### src/rtl/countdown_pkg.sv
// countdown_pkg: shared state encoding and default timing constants for countdown_ctrl
package countdown_pkg;
    typedef enum logic [1:0] {
        ST_IDLE  = 2'd0,
        ST_RUN   = 2'd1,
        ST_PAUSE = 2'd2,
        ST_DONE  = 2'd3
    } state_t;
    localparam int DEBOUNCE_CYCLES_DEF = 500000;
    localparam int TICK_DIV_DEF        = 4194304;
endpackage

### src/rtl/key_debounce.sv
// key_debounce: synchronise, debounce and rising-edge detect one active-low push-button
module key_debounce #(
    parameter int DEBOUNCE_CYCLES = 500000,
    parameter int DB_W            = 20
) (
    input  logic clk,
    input  logic reset,
    input  logic key_n,
    output logic level,
    output logic press
);
    logic [1:0]      sync_q;
    logic [DB_W-1:0] cnt_q, cnt_d;
    logic            level_q, level_d, press_q, press_d, lvl, done;
    always_comb begin
        lvl     = ~sync_q[1];
        done    = cnt_q == DB_W'(DEBOUNCE_CYCLES - 1);
        cnt_d   = (lvl == level_q || done) ? '0 : cnt_q + 1'b1;
        level_d = (lvl != level_q && done) ? lvl : level_q;
        press_d = level_d & ~level_q;
    end
    always_ff @(posedge clk) begin
        if (reset) begin
            sync_q  <= 2'b11;
            cnt_q   <= '0;
            level_q <= 1'b0;
            press_q <= 1'b0;
        end else begin
            sync_q  <= {sync_q[0], key_n};
            cnt_q   <= cnt_d;
            level_q <= level_d;
            press_q <= press_d;
        end
    end
    assign level = level_q;
    assign press = press_q;
endmodule

### src/rtl/countdown_ctrl.sv
// countdown_ctrl: debounced START/CLEAR front-end and RUN/PAUSE/DONE control for the 99-to-00 counter
module countdown_ctrl
    import countdown_pkg::*;
#(
    parameter int DEBOUNCE_CYCLES = DEBOUNCE_CYCLES_DEF,
    parameter int DB_W            = 20,
    parameter int TICK_DIV        = TICK_DIV_DEF,
    parameter int TICK_W          = 22
) (
    input  logic       clk,
    input  logic       reset,
    input  logic       key_start_n,
    input  logic       key_clear_n,
    input  logic       zero_reached,
    output logic       count_en,
    output logic       clear,
    output logic [1:0] state,
    output logic       led_run,
    output logic       led_done
);
    state_t            state_q, state_d;
    logic [TICK_W-1:0] pre_q, pre_d;
    logic              count_en_q, count_en_d, clear_q, clear_d, led_run_q, led_done_q;
    logic              start_press, clear_press, tick;
    logic [1:0]        level_unused;
    key_debounce #(.DEBOUNCE_CYCLES(DEBOUNCE_CYCLES), .DB_W(DB_W)) u_start (
        .clk   (clk),
        .reset (reset),
        .key_n (key_start_n),
        .level (level_unused[0]),
        .press (start_press)
    );
    key_debounce #(.DEBOUNCE_CYCLES(DEBOUNCE_CYCLES), .DB_W(DB_W)) u_clear (
        .clk   (clk),
        .reset (reset),
        .key_n (key_clear_n),
        .level (level_unused[1]),
        .press (clear_press)
    );
    always_comb begin
        tick       = pre_q == TICK_W'(TICK_DIV - 1);
        state_d    = state_q;
        pre_d      = '0;
        count_en_d = 1'b0;
        clear_d    = 1'b0;
        unique case (state_q)
            ST_IDLE:  state_d = start_press ? ST_RUN : ST_IDLE;
            ST_RUN: begin
                pre_d      = tick ? '0 : start_press ? pre_q : pre_q + 1'b1;
                count_en_d = tick & ~zero_reached;
                state_d    = (tick & zero_reached) ? ST_DONE : start_press ? ST_PAUSE : ST_RUN;
            end
            ST_PAUSE: begin
                pre_d   = pre_q;
                state_d = start_press ? ST_RUN : ST_PAUSE;
            end
            ST_DONE: begin
                clear_d = start_press;
                state_d = start_press ? ST_RUN : ST_DONE;
            end
        endcase
        if (clear_press) begin
            state_d    = ST_IDLE;
            pre_d      = '0;
            count_en_d = 1'b0;
            clear_d    = 1'b1;
        end
    end
    always_ff @(posedge clk) begin
        if (reset) begin
            state_q    <= ST_IDLE;
            pre_q      <= '0;
            count_en_q <= 1'b0;
            clear_q    <= 1'b0;
            led_run_q  <= 1'b0;
            led_done_q <= 1'b0;
        end else begin
            state_q    <= state_d;
            pre_q      <= pre_d;
            count_en_q <= count_en_d;
            clear_q    <= clear_d;
            led_run_q  <= state_d == ST_RUN;
            led_done_q <= state_d == ST_DONE;
        end
    end
    assign count_en = count_en_q;
    assign clear    = clear_q;
    assign state    = state_q;
    assign led_run  = led_run_q;
    assign led_done = led_done_q;
endmodule

### config.mk
export PLATFORM = sky130hd
export DESIGN_NAME = countdown_ctrl
export DESIGN_NICKNAME = d
export VERILOG_FILES = /design/src/rtl/countdown_pkg.sv /design/src/rtl/key_debounce.sv /design/src/rtl/countdown_ctrl.sv
export SDC_FILE = /design/constraint.sdc
export NUM_CORES = 1
export LEC_CHECK = 0
export CAP_MARGIN = 10
export CORE_AREA = 4 4 84 86
export CTS_CLUSTER_DIAMETER = 200
export DETAILED_ROUTE_END_ITERATION = 8
export DIE_AREA = 0 0 88 90
export PLACE_DENSITY = 0.71
export SETUP_SLACK_MARGIN = 0.02
export SYNTH_ARGS = -nofsm -noshare
export SYNTH_HDL_FRONTEND = slang
export SYNTH_SLANG_ARGS = --single-unit
export TNS_END_PERCENT = 10
### constraint.sdc
create_clock -name clk -period 3.95 [get_ports clk]
set_input_delay 0.395 -clock clk [delete_from_list [all_inputs] [get_ports clk]]
set_output_delay 0.395 -clock clk [all_outputs]
set_load 0.02 [all_outputs]
### Word level (Yosys, flattened, before mapping)

Index checks and enable logic that the tools add are counted.
Widths: inputs -> output; s select.

* output and inout bits: 6
* bits of input ports: 5
* logic and storage cells: 65
* register bits after elaboration: 76

* mux-type cells: 14
* bitwise logic cells: 11
* $add $sub $neg: 3
* reductions and logical operators: 10
* eq/ne operators: 13

Operator list (count)
* $mux 22: 2
* $pmux 22 s2: 1
* $add 20x1->20 const B: 2
* $eq 20x19->1 const B: 2
* $add 22x1->22 const B: 1
* $eq 22x22->1 const B: 1
* $mux 2: 5
* $pmux 2 s4: 1
* $not 1->1: 7
* $eq 2x2->1 const B: 3
* $reduce_or 2->1: 3
* $mux 1: 5
* $and 1x1->1: 4
* $eq 2x1->1 const B: 2
* $ne 3x3->1 const B: 1
* $reduce_or 3->1: 1
* $eq 1x1->1: 2
* $logic_and 1x1->1: 2
* $logic_not 2->1: 1
* $logic_or 1x1->1: 2
* $ne 1x1->1: 2
* $reduce_and 2->1: 1

### Depth between registers and ports, before layout

* depth after elaboration: 6
* gate-level depth with buffers: 7

### Hierarchy

A second synthesis with hierarchy kept.

* cells, all modules: 420
* area total of the unflattened synthesis: 3606.0 µm²

Modules (own cells, without submodules)
* key_debounce: instances 2, cells an instance 121, area an instance 1067.3 µm²
* countdown_ctrl: instances 1, cells an instance 178, area an instance 1471.4 µm²

### Worst setup path before layout

OpenSTA, ideal clock, no wires.

* kind: reg-to-reg
* from: register pre_q[0]
* to: register pre_q[15]
* buffers on the path: 0
* setup slack: 2051 ps
* stages on the path, launching flop included: 7
* setup time: 71 ps
* arrival: 1828 ps
* cells stage by stage: dfxtp_1 > ha_1 > nand3_2 > nor4_4 > a21oi_2 > or4_1 > a21oi_1

* cells in the longest elaborated chain, start to end: 4

Ends and longest elaborated chain
* from (decl): line countdown_ctrl.sv:22 `logic [TICK_W-1:0] pre_q, pre_d;`
* from (signal assigned): line countdown_ctrl.sv:79 `pre_q <= pre_d;`
* $add 22x1->22: line countdown_ctrl.sv:49 `pre_d = tick ? '0 : start_press ? pre_q : pre_q + 1'b1;`
* $mux 22 (2 in series): line countdown_ctrl.sv:49
* $pmux 22 s2: line countdown_ctrl.sv:46 `unique case (state_q)`

Parallel ways exist; a longest one is shown, timed or not. The select of a mux whose other input is x is not followed.
A chain may end at the register's enable or synchronous reset.

### Worst setup path after layout

* from: register pre_q[11]
* to: register pre_q[13]

Same word-level chain as after synthesis.

==> impl_metrics.yaml <==
synth:
  synth.largest_area_cell: "sky130_fd_sc_hd__dfxtp_1"
  synth_compound_gate_area_share_pct: 8.69
  avgSynthCellArea_um2: 8.81
  synthTopCellsByCount: "sky130_fd_sc_hd__dfxtp_1 (76), sky130_fd_sc_hd__nor2_1 (65), sky130_fd_sc_hd__nand2_1 (29)"
  synth-seq-cells: 76
  postSynth.asyncResetShare_pct: 0
  synth.mux.area_fraction_pct: 0.293
  mapped_cells: 387
  ys.flop_type: "sky130_fd_sc_hd__dfxtp_1"
  synth_sequential_area_ratio_pct: 44.6
  synth-adder-area-share_pct: 1.10
  synthMostInstantiatedCell: "sky130_fd_sc_hd__dfxtp_1"
  synth_top_area_share_pct: 44.6
  syn_nets: 395
  synthDistinctLibCells: 49
  largest_family_of_logic_cells_by_synthesized_area: "simple AND/OR/NAND/NOR gates"
  synth_area_leaders: "sky130_fd_sc_hd__dfxtp_1 (45%), sky130_fd_sc_hd__nor2_1 (7.2%), sky130_fd_sc_hd__xor2_1 (6.9%), sky130_fd_sc_hd__xnor2_1 (4.6%), sky130_fd_sc_hd__nand3_1 (3.5%)"
  synth.cell_area_um2: 3410
  synth-xor-area-share_pct: 11.6
  synth-simple-area-share_pct: 31.6
  synth-warning-count: 0
  post_synth_edffs: 0
floorplanning:
  core_area_um2: 6280
  design.die.area_um2: 7920
  die_boundary_width_um: 88
  start_util_pct: 54.3
  die-height_um: 90
  top_level_ports: 11
  floorplan.rows: 29
setup_path:
  cp-start-kind: "flop"
  arrival_ns: 2.58
  timing.critical_path.buf_inv: 0
  timing.critical_path.max_delay_family: "simple AND/OR/NAND/NOR gates"
  timing.critical_path.to_type: "flop"
  path_max_fanout: 13
  criticalPathCategory: "reg2reg"
  critical_path.max_stage_delay_ns: 0.66
  cells_along_the_critical_path: "nand4_1 -> nor4_4 -> a21oi_2 -> or4_1 -> a21oi_1"
  crit_required_ns: 4.23
  crit_path_top_delay_cell: "sky130_fd_sc_hd__nor4_4"
timing:
  layout_skew_ns: 0.0138
  slew_headroom_pct: 52.5
  slew_violations: 0
  setup_viol_count_final: 0
  finalWorstPathRequiredPeriod_ns: 2.30
  layout_worst_path_cycle_share_pct: 58.2
  maxClockFrequency_mhz: 435
  unrepaired_setup_endpoints_after_global_routing: "no"
  finalSetupTns_ns: 0
  layout_setup_ws_ns: 1.65
  tightest_slew_ns: 0.707
  final_report_hold_violation_count: 0
clock_network:
  clk_latency_ns: 0.35
  clkSlewWorstSetupHoldPaths_ns: 0.08
  post-cts-setup-buffers: 0
  cts_root_buf: "sky130_fd_sc_hd__clkbuf_8"
  numClockSinks: 76
  tritoncts: "yes"
  clock_path_buffers: 2
  cts_repair_resize_count: 0
  cts_made_buffers: 9
  h_tree_depth_reported_by_cts: 3
  cts_hold_buf: 0
run:
  max_cap_viol_count: 0
routing:
  wl_per_cell_um: 13.4
  route.final.wire_length_um: 6410
  drt_pass1_iterations: 4
  num_vias: 2685
  drcViolationCount: 0
  via_per_inst: 5.61
  detailedRoute.firstIterationViolations: 119
  final_antenna_net_count: 0
pwr:
  total_leakage_power_nw: 1.21
  power_density_nw_per_um2: 387
  irDropWorstVdd_v: 0.000258
global_routing:
  grt_antenna_before_repair: 0
  grt_max_degree: 21
  grt_pass1_wl_um: 11100
  via_count_of_the_first_global_routing_pass: 2554
  grt_overflow_total: 0
  overall_fraction_of_global_route_tracks_in_use_pct: 17.3
run_status:
  outcome: "finished, final reports clean"
placed_design:
  pre_cts_ws_ns: 1.70
  routabilityCongestion: 0.850
  dp_hpwl_um: 4520
  placement.io_buffers: 10
cells_and_area:
  ff_latch_area_um2: 1520
  antenna_cells_inserted: 0
  design.final.nets: 405
  area_growth_pct: 11.2
  final_layout_size_suffix_gt1_share_pct: 7.96
  fillerInstances: 545
  multi_input_comb_area_um2: 1820
min_path:
  min_path_type: "reg2reg"
[flip-flops by register name, indices dropped and copies added (netlist names)]
register        count
u_start.press       1
clear               1
pre_q              22
u_start.level       1
count_en            1
state               2
u_clear.press       1
u_clear.level       1
u_clear.cnt_q      20
u_start.cnt_q      20
u_start.sync_q      2
led_done            1
led_run             1
u_clear.sync_q      2
[power breakdown]
| group | switching, W | internal, W | total, W |
|---|---|---|---|
| clock | 0.000277 | 0.000406 | 0.000683 |
| sequential | 0.00000156 | 0.000768 | 0.000770 |
| combinational | 0.00000774 | 0.00000610 | 0.0000138 |
[metrics by stage]
step	total power (W)	hold slack (ns)	instance area (um2)	instances	utilization, %
2_1_floorplan	0.000796	0.389	3410	387	-
3_3_place_gp	0.000802	0.396	3560	463	56.6
3_5_place_dp	0.000802	0.392	3560	463	56.6
4_1_cts	0.00149	0.411	3790	479	60.4
5_1_grt	0.00151	0.424	3790	479	60.4
6_report	0.00147	0.409	3790	479	60.4
[layout make-up]
cell class | instances | area share, %
Timing Repair Buffer | 10 | 2.64
Tap cell | 77 | 2.54
Multi-Input combinational cell | 294 | 47.9
Clock inverter | 4 | 1.85
Clock buffer | 12 | 4.36
Inverter | 6 | 0.594
Sequential cell | 76 | 40.1
[cell usage in the layout (no fill, tap or decap), types with 2 or more instances in the layout]
| master | count |
|---|---|
| sky130_fd_sc_hd__nor4_1 | 3 |
| sky130_fd_sc_hd__o211ai_1 | 3 |
| sky130_fd_sc_hd__clkbuf_8 | 12 |
| sky130_fd_sc_hd__inv_1 | 6 |
| sky130_fd_sc_hd__ha_1 | 3 |
| sky130_fd_sc_hd__bufinv_16 | 2 |
| sky130_fd_sc_hd__dfxtp_1 | 76 |
| sky130_fd_sc_hd__nor3_1 | 8 |
| sky130_fd_sc_hd__clkdlybuf4s50_1 | 10 |
| sky130_fd_sc_hd__or3_1 | 8 |
| sky130_fd_sc_hd__nor4b_1 | 5 |
| sky130_fd_sc_hd__o22ai_1 | 2 |
| sky130_fd_sc_hd__nor2_1 | 65 |
| sky130_fd_sc_hd__a221o_1 | 2 |
| sky130_fd_sc_hd__o31ai_1 | 4 |
| sky130_fd_sc_hd__nor4_4 | 2 |
| sky130_fd_sc_hd__nand4_1 | 11 |
| sky130_fd_sc_hd__and4_1 | 7 |
| sky130_fd_sc_hd__nand2b_1 | 5 |
| sky130_fd_sc_hd__a21oi_1 | 17 |
| sky130_fd_sc_hd__or4_1 | 5 |
| sky130_fd_sc_hd__and3_1 | 9 |
| sky130_fd_sc_hd__nand2_1 | 29 |
| sky130_fd_sc_hd__xnor2_1 | 18 |
| sky130_fd_sc_hd__o21ai_0 | 8 |
| sky130_fd_sc_hd__clkinv_2 | 2 |
| sky130_fd_sc_hd__nand3_1 | 24 |
| sky130_fd_sc_hd__nor2b_1 | 2 |
| sky130_fd_sc_hd__xor2_1 | 27 |
| sky130_fd_sc_hd__a21oi_2 | 2 |
| sky130_fd_sc_hd__or2_2 | 5 |
| sky130_fd_sc_hd__a31oi_1 | 3 |
[layer usage]
metal  vias up  GRT usage [%]  routed length (um)
met1      1255           21.4                3030
li1       1379              -                   -
met5         -              0                   0
met3        10           3.84                 243
met4         0           9.85                 134
met2        41           27.2                3010
[worst paths after layout]
check,from,end,slack (ns),depth (start not counted)
max,pre_q[11],pre_q[13],1.65,5
min,u_start.sync_q[0],u_start.sync_q[1],0.41,1
max reg2reg,pre_q[11],pre_q[13],1.65,5
min reg2reg,u_start.sync_q[0],u_start.sync_q[1],0.41,1
[cell families after synthesis]
logic type / count (synthesis)
buffers and inverters: 17
AO/OA/AOI/OAI: 47
multiplexers: 1
AND/OR/NAND/NOR: 198
adder cells (fa/ha/maj): 3
flip-flops: 76
XOR/XNOR: 45
Power figures use the tool's default switching activity.
